--- src/rtl/riscv_pkg.sv ---
// Shared RV32I core types: register-specifier width, x0 constant, forwarding select encoding.
package riscv_pkg;

    localparam int unsigned REG_W = 5;

    localparam logic [REG_W-1:0] REG_X0 = '0;

    typedef enum logic [1:0] {
        FWD_NONE = 2'b00,
        FWD_W    = 2'b01,
        FWD_M    = 2'b10
    } fwd_sel_t;

endpackage

--- src/rtl/hazard_unit_fwd_sel.sv ---
// Forwarding source select for one Execute operand; Memory wins over Writeback, x0 never forwards.
module fwd_sel
    import riscv_pkg::*;
#(
    parameter int unsigned REGW = 5
) (
    input  logic [REGW-1:0] RsE,
    input  logic [REGW-1:0] RdM,
    input  logic [REGW-1:0] RdW,
    input  logic            RegWriteM,
    input  logic            RegWriteW,
    output fwd_sel_t        Sel
);

    logic w_rs_nz;

    assign w_rs_nz = (RsE != REGW'(REG_X0));

    // Priority select: M stage result is younger, so it shadows W.
    always_comb begin
        Sel = FWD_NONE;
        if (w_rs_nz && (RsE == RdM) && RegWriteM) begin
            Sel = FWD_M;
        end else if (w_rs_nz && (RsE == RdW) && RegWriteW) begin
            Sel = FWD_W;
        end
    end

endmodule

--- src/rtl/hazard_unit.sv ---
// Five-stage RV32I hazard unit: load-use stall, branch flush and operand forwarding.
// Keeps private E/M/W copies of the register specifiers.
// Optional build macro HAZARD_PERF_EN adds saturating stall/flush event counters.
module hazard_unit
    import riscv_pkg::*;
#(
    parameter int unsigned REGW = 5,
    parameter int unsigned CNTW = 32
) (
    input  logic            clk,
    input  logic            reset,
    input  logic [REGW-1:0] Rs1D,
    input  logic [REGW-1:0] Rs2D,
    input  logic [REGW-1:0] RdD,
    input  logic            PCSrcE,
    input  logic            ResultSrcEb0,
    input  logic            RegWriteM,
    input  logic            RegWriteW,
    output logic            StallF,
    output logic            StallD,
    output logic            FlushD,
    output logic            FlushE,
    output logic [1:0]      ForwardAE,
`ifdef HAZARD_PERF_EN
    output logic [1:0]      ForwardBE,
    output logic [CNTW-1:0] StallCnt,
    output logic [CNTW-1:0] FlushCnt
`else
    output logic [1:0]      ForwardBE
`endif
);

    logic [REGW-1:0] r_rs1_e;
    logic [REGW-1:0] r_rs2_e;
    logic [REGW-1:0] r_rd_e;
    logic [REGW-1:0] r_rd_m;
    logic [REGW-1:0] r_rd_w;

    logic            w_lw_stall;
    logic            w_flush_e;
    fwd_sel_t        w_fwd_a;
    fwd_sel_t        w_fwd_b;

    // Load in Execute whose rd is read by the instruction in Decode.
    assign w_lw_stall = ResultSrcEb0
                      && (r_rd_e != REGW'(REG_X0))
                      && ((Rs1D == r_rd_e) || (Rs2D == r_rd_e));

    assign w_flush_e = w_lw_stall || PCSrcE;

    assign StallF    = w_lw_stall;
    assign StallD    = w_lw_stall;
    assign FlushD    = PCSrcE;
    assign FlushE    = w_flush_e;
    assign ForwardAE = w_fwd_a;
    assign ForwardBE = w_fwd_b;

    // Specifier pipeline: E follows Decode (bubble on FlushE), M and W just shift.
    always_ff @(posedge clk or negedge reset) begin
        if (!reset) begin
            r_rs1_e <= '0;
            r_rs2_e <= '0;
            r_rd_e  <= '0;
            r_rd_m  <= '0;
            r_rd_w  <= '0;
        end else begin
            if (w_flush_e) begin
                r_rs1_e <= '0;
                r_rs2_e <= '0;
                r_rd_e  <= '0;
            end else begin
                r_rs1_e <= Rs1D;
                r_rs2_e <= Rs2D;
                r_rd_e  <= RdD;
            end
            r_rd_m <= r_rd_e;
            r_rd_w <= r_rd_m;
        end
    end

    fwd_sel #(
        .REGW (REGW)
    ) u_fwd_a (
        .RsE       (r_rs1_e),
        .RdM       (r_rd_m),
        .RdW       (r_rd_w),
        .RegWriteM (RegWriteM),
        .RegWriteW (RegWriteW),
        .Sel       (w_fwd_a)
    );

    fwd_sel #(
        .REGW (REGW)
    ) u_fwd_b (
        .RsE       (r_rs2_e),
        .RdM       (r_rd_m),
        .RdW       (r_rd_w),
        .RegWriteM (RegWriteM),
        .RegWriteW (RegWriteW),
        .Sel       (w_fwd_b)
    );

`ifdef HAZARD_PERF_EN
    logic [CNTW-1:0] r_stall_cnt;
    logic [CNTW-1:0] r_flush_cnt;

    assign StallCnt = r_stall_cnt;
    assign FlushCnt = r_flush_cnt;

    // Saturating event counters: load-use stall cycles and taken-branch cycles.
    always_ff @(posedge clk or negedge reset) begin
        if (!reset) begin
            r_stall_cnt <= '0;
            r_flush_cnt <= '0;
        end else begin
            if (w_lw_stall && (r_stall_cnt != '1)) begin
                r_stall_cnt <= r_stall_cnt + CNTW'(1);
            end
            if (PCSrcE && (r_flush_cnt != '1)) begin
                r_flush_cnt <= r_flush_cnt + CNTW'(1);
            end
        end
    end
`endif

endmodule
--- config.mk ---
export PLATFORM = sky130hd
export DESIGN_NAME = hazard_unit
export DESIGN_NICKNAME = d
export VERILOG_FILES = /design/src/rtl/riscv_pkg.sv /design/src/rtl/hazard_unit_fwd_sel.sv /design/src/rtl/hazard_unit.sv
export SDC_FILE = /design/constraint.sdc
export NUM_CORES = 1
export LEC_CHECK = 0
export ABC_AREA = 1
export BUFFER_PORTS_ARGS = -buffer_cell sky130_fd_sc_hd__buf_2
export CAP_MARGIN = 10
export CORE_AREA = 4 4 63 51
export CTS_BUF_LIST = sky130_fd_sc_hd__clkbuf_4 sky130_fd_sc_hd__clkbuf_8 sky130_fd_sc_hd__clkbuf_16
export CTS_CLUSTER_DIAMETER = 100
export DETAILED_ROUTE_END_ITERATION = 7
export DIE_AREA = 0 0 67 55
export PLACE_DENSITY = 0.74
export SLEW_MARGIN = 10
export SYNTH_ARGS = -nofsm -noshare
export SYNTH_HDL_FRONTEND = slang
export SYNTH_SLANG_ARGS = --single-unit
--- constraint.sdc ---
create_clock -name clk -period 1.5 [get_ports clk]
set_input_delay 0.075 -clock clk [delete_from_list [all_inputs] [get_ports clk]]
set_output_delay 0.075 -clock clk [all_outputs]
set_load 0.05 [all_outputs]
==> summary.txt <==
GRT
  – Total Routing Usage GR: approximately 18%
  – Pin count of the biggest net entering global routing: 26
  – Initial antenna violation count: 0
  – Vias in the first global route: between 1000 and 1500
  – Total congestion overflow: 0
  – Wire length of the first global-routing pass: 5020 um

STA
  – Pin slew with the least headroom to its limit: between 0.5 and 0.6 ns
  – Worst-case clock skew: between 0.004 and 0.005 ns
  – Fmax: between 600 and 700 MHz
  – Setup repair after global routing missed its margin: yes
  – Final setup margin: -0.149 ns
  – Slew Limit Fails: 0
  – Max-slew headroom: 64.7%
  – Clock period minus worst slack: 1.65 ns
  – Hold Violations, Final: 0
  – Crit share post-route: 110%
  – Total setup violations reported at the end of the flow: 7

Detailed routing
  – Number of vias after detailed routing: ~1200
  – Initial DRC Count: ~80
  – Wire per inst: 12.3 um
  – Wire length after detailed routing: roughly 3100 um
  – Post-route ant nets: 0
  – Average via count per standard cell: 4.85
  – DRC violation count after routing: 0
  – Detailed-routing iteration count for the pre-antenna-repair pass: 4

Critical path
  – Setup crit start kind: flip-flop
  – Signal arrival time at the worst endpoint: about 1.6 ns
  – Worst EP required: approximately 1.4 ns
  – Endpoint kind of the worst setup timing path: output pin
  – Critical-path maximum fanout: 3
  – Register-to-Register Setup Slack: about 0.020 ns
  – Kind of critical path: reg2out

Die
  – Num rows: 16
  – Die ar.: about 0.0037 sq mm
  – Top-level port count: 29
  – Floorplan die height: ~55 um
  – Initial cell density of the core: just over 50%
  – Core Area: between 0.002 and 0.003 sq mm
  – Die width: roughly 67 um

Clock network
  – Clk_lat worst skew: approximately 0.31 ns
  – Post-CTS clock slew at the launch and capture registers of the worst setup and hold paths: ~0.12 ns
  – Clock tree from TritonCTS: built
  – Clock Root Buffer: clkbuf_4
  – Num Clock Sinks: 25
  – # H-tree levels: 1
  – Clock buffer depth: 2
  – Number of CTS-inserted buffers: 3

Yosys
  – Yosys warnings: 0
  – Share of synthesized registers carrying an async set or reset: 100%
  – Part of the Yosys area used for sequential elements: 48.3%
  – Synth Cell Area: between 0.001 and 0.0015 sq mm
  – Cell type contributing the most total cell area after synthesis: dfrtp_1
  – Net count after synthesis: 187
  – Flop and latch count out of synthesis: 25
  – Most area-consuming cells after synthesis: dfrtp_1 48%, nand2_1 11%, inv_1 9.9%
  – Top cell type's share of synthesized area: between 40% and 50%
  – Gate count of the mapped netlist: around 170
  – Netlist cell types: 22
  – Number of flops mapped to enable cells by yosys: 0
  – Most repeated cell in the gate-level netlist after synthesis: nand2_1
  – Per-instance average area after synthesis: about 7.8 sq um
  – List of most frequent post-synthesis cells: 39 x nand2_1, 34 x inv_1, 25 x dfrtp_1, 25 x nor2_1, 8 x xnor2_1
  – Top flip-flop cell by instance count after synthesis: dfrtp_1

Layout
  – Layout overhead on the synthesized area: 41.2%
  – Final cell count without fillers: about 250
  – Final #Nets: around 240
  – Layout filler cell count: approximately 190
  – Count of inserted antenna diode cells: 0
  – Share of layout cells above drive strength 1: between 30% and 40%

Pwr
  – Static leakage: about 0.95 nW
  – Power per cell area: 782 mW/mm^2
  – VDD IR-drop max: a little under 0.5 mV

Place
  – Placed Instances: between 200 and 250
  – Total half-perimeter wirelength after legalization and detailed placement: between 2000 and 2500 um
  – Final weighted congestion in routability-driven placement: between 0.8 and 0.9
  – Pre-CTS worst setup slack: about 0.023 ns
  – # port buffers: 28

Outcome
  – Violated checks: negative setup slack
  – Result of the run: complete, but fails checks

Min path
  – Hold Crit Class: in2reg

Flow run
  – Max-capacitance violation count: 0
[placed cells by master (no fill, tap or decap), types with 6 or more instances in the layout]
cell type      synthesis  final
dfrtp_1               25     21
nand2_1               39     37
nor2_1                25     13
buf_4                  2      6
buf_6                  0      7
dlygate4sd3_1          0     10
nor2_2                 1     10
buf_2                  0     21
inv_1                 34     29
xnor2_1                8      7
[per-stage QoR]
step / total power (W) / util (%) / hold slack (ns) / setup TNS [ns] / instance area (sq um)
6_report: 0.00143 / 71.9 / 0.00589 / -0.774 / 1830
5_1_grt: 0.00149 / 71.9 / 0.00249 / -1.95 / 1830
4_1_cts: 0.00138 / 67.2 / 0.000938 / -0.789 / 1710
3_5_place_dp: 0.00103 / 58.1 / 0.0826 / 0 / 1480
3_3_place_gp: 0.00102 / 58.1 / 0.0768 / 0 / 1480
2_1_floorplan: 0.000944 / - / -0.221 / -0.158 / 1310
[flip-flops by register name, indices dropped and copies added, names as in the netlist]
| signal | flops |
|---|---|
| r_rd_e | 5 |
| r_rd_m | 5 |
| r_rd_w | 5 |
| r_rs1_e | 5 |
| r_rs2_e | 5 |
[final cells by class]
class | count | area (sq um) | area share, %
sequential | 25 | 631 | 34.5
timing repair buffer | 48 | 389 | 21.3
tap | 36 | 45.0 | 2.46
clock buffer | 4 | 30.0 | 1.64
inverter | 34 | 128 | 6.98
multi-input combinational | 104 | 606 | 33.1
[final timing paths]
| check | to | from | depth (start not counted) |
|---|---|---|---|
| worst max-delay path | ForwardAE[0] | r_rs1_e[3] | 6 |
| worst min-delay path | r_rs2_e[2] | Rs2D[2] | 3 |
| worst max register to register | r_rs2_e[1] | r_rd_e[0] | 10 |
| worst min register to register | r_rd_w[2] | r_rd_m[2] | 0 |
| max in group asynchronous | r_rd_e[3] | reset | 2 |
| min in group asynchronous | r_rd_e[0] | reset | 2 |
[kinds of logic (layout without fill, tap and decap cells)]
group | Yosys count | after routing | synth area share [%]
DFF | 25 | 25 | 48.3
buffers and inverters | 37 | 86 | 12.2
xor gates and xnor gates | 11 | 11 | 7.44
AOI/OAI and AO/OA | 7 | 7 | 3.48
and+or+nand+nor | 86 | 86 | 28.6
[where the power goes]
group / internal (W) / switching [W]
logic: 0.000168 / 0.000191
registers: 0.000713 / 0.0000463
clock network: 0.000122 / 0.000189
[metal layers]
metal  part of all wire [%]  global-route usage, %  up-vias  routed length (um)
met3                    5.3                   2.83        8                 164
met5                      0                      0        -                   0
met4                    2.5                   9.09        0                  77
li1                       -                      -      593                   -
met1                     41                   21.4      575                1260
met2                     51                   33.0       41                1580
[worst max-delay path: stages (launching register included)]
cell and delay [ns]:
dfrtp_1 0.43, or2_4 0.24, a21oi_2 0.12, nand4_1 0.14
nor2_4 0.14, nor2_2 0.04, buf_6 0.14
[repair_timing]
item / 4_1_cts / 5_1_grt
gates cloned: 0 / 0
pin swaps: 10 / 5
endpoints found under the hold margin: 33 / 1
setup buffers: 5 / 3
hold buffers: 9 / 1
setup endpoints to repair: 7 / 18
resized for setup: 24 / 30
(Power assumes the default switching activity.)
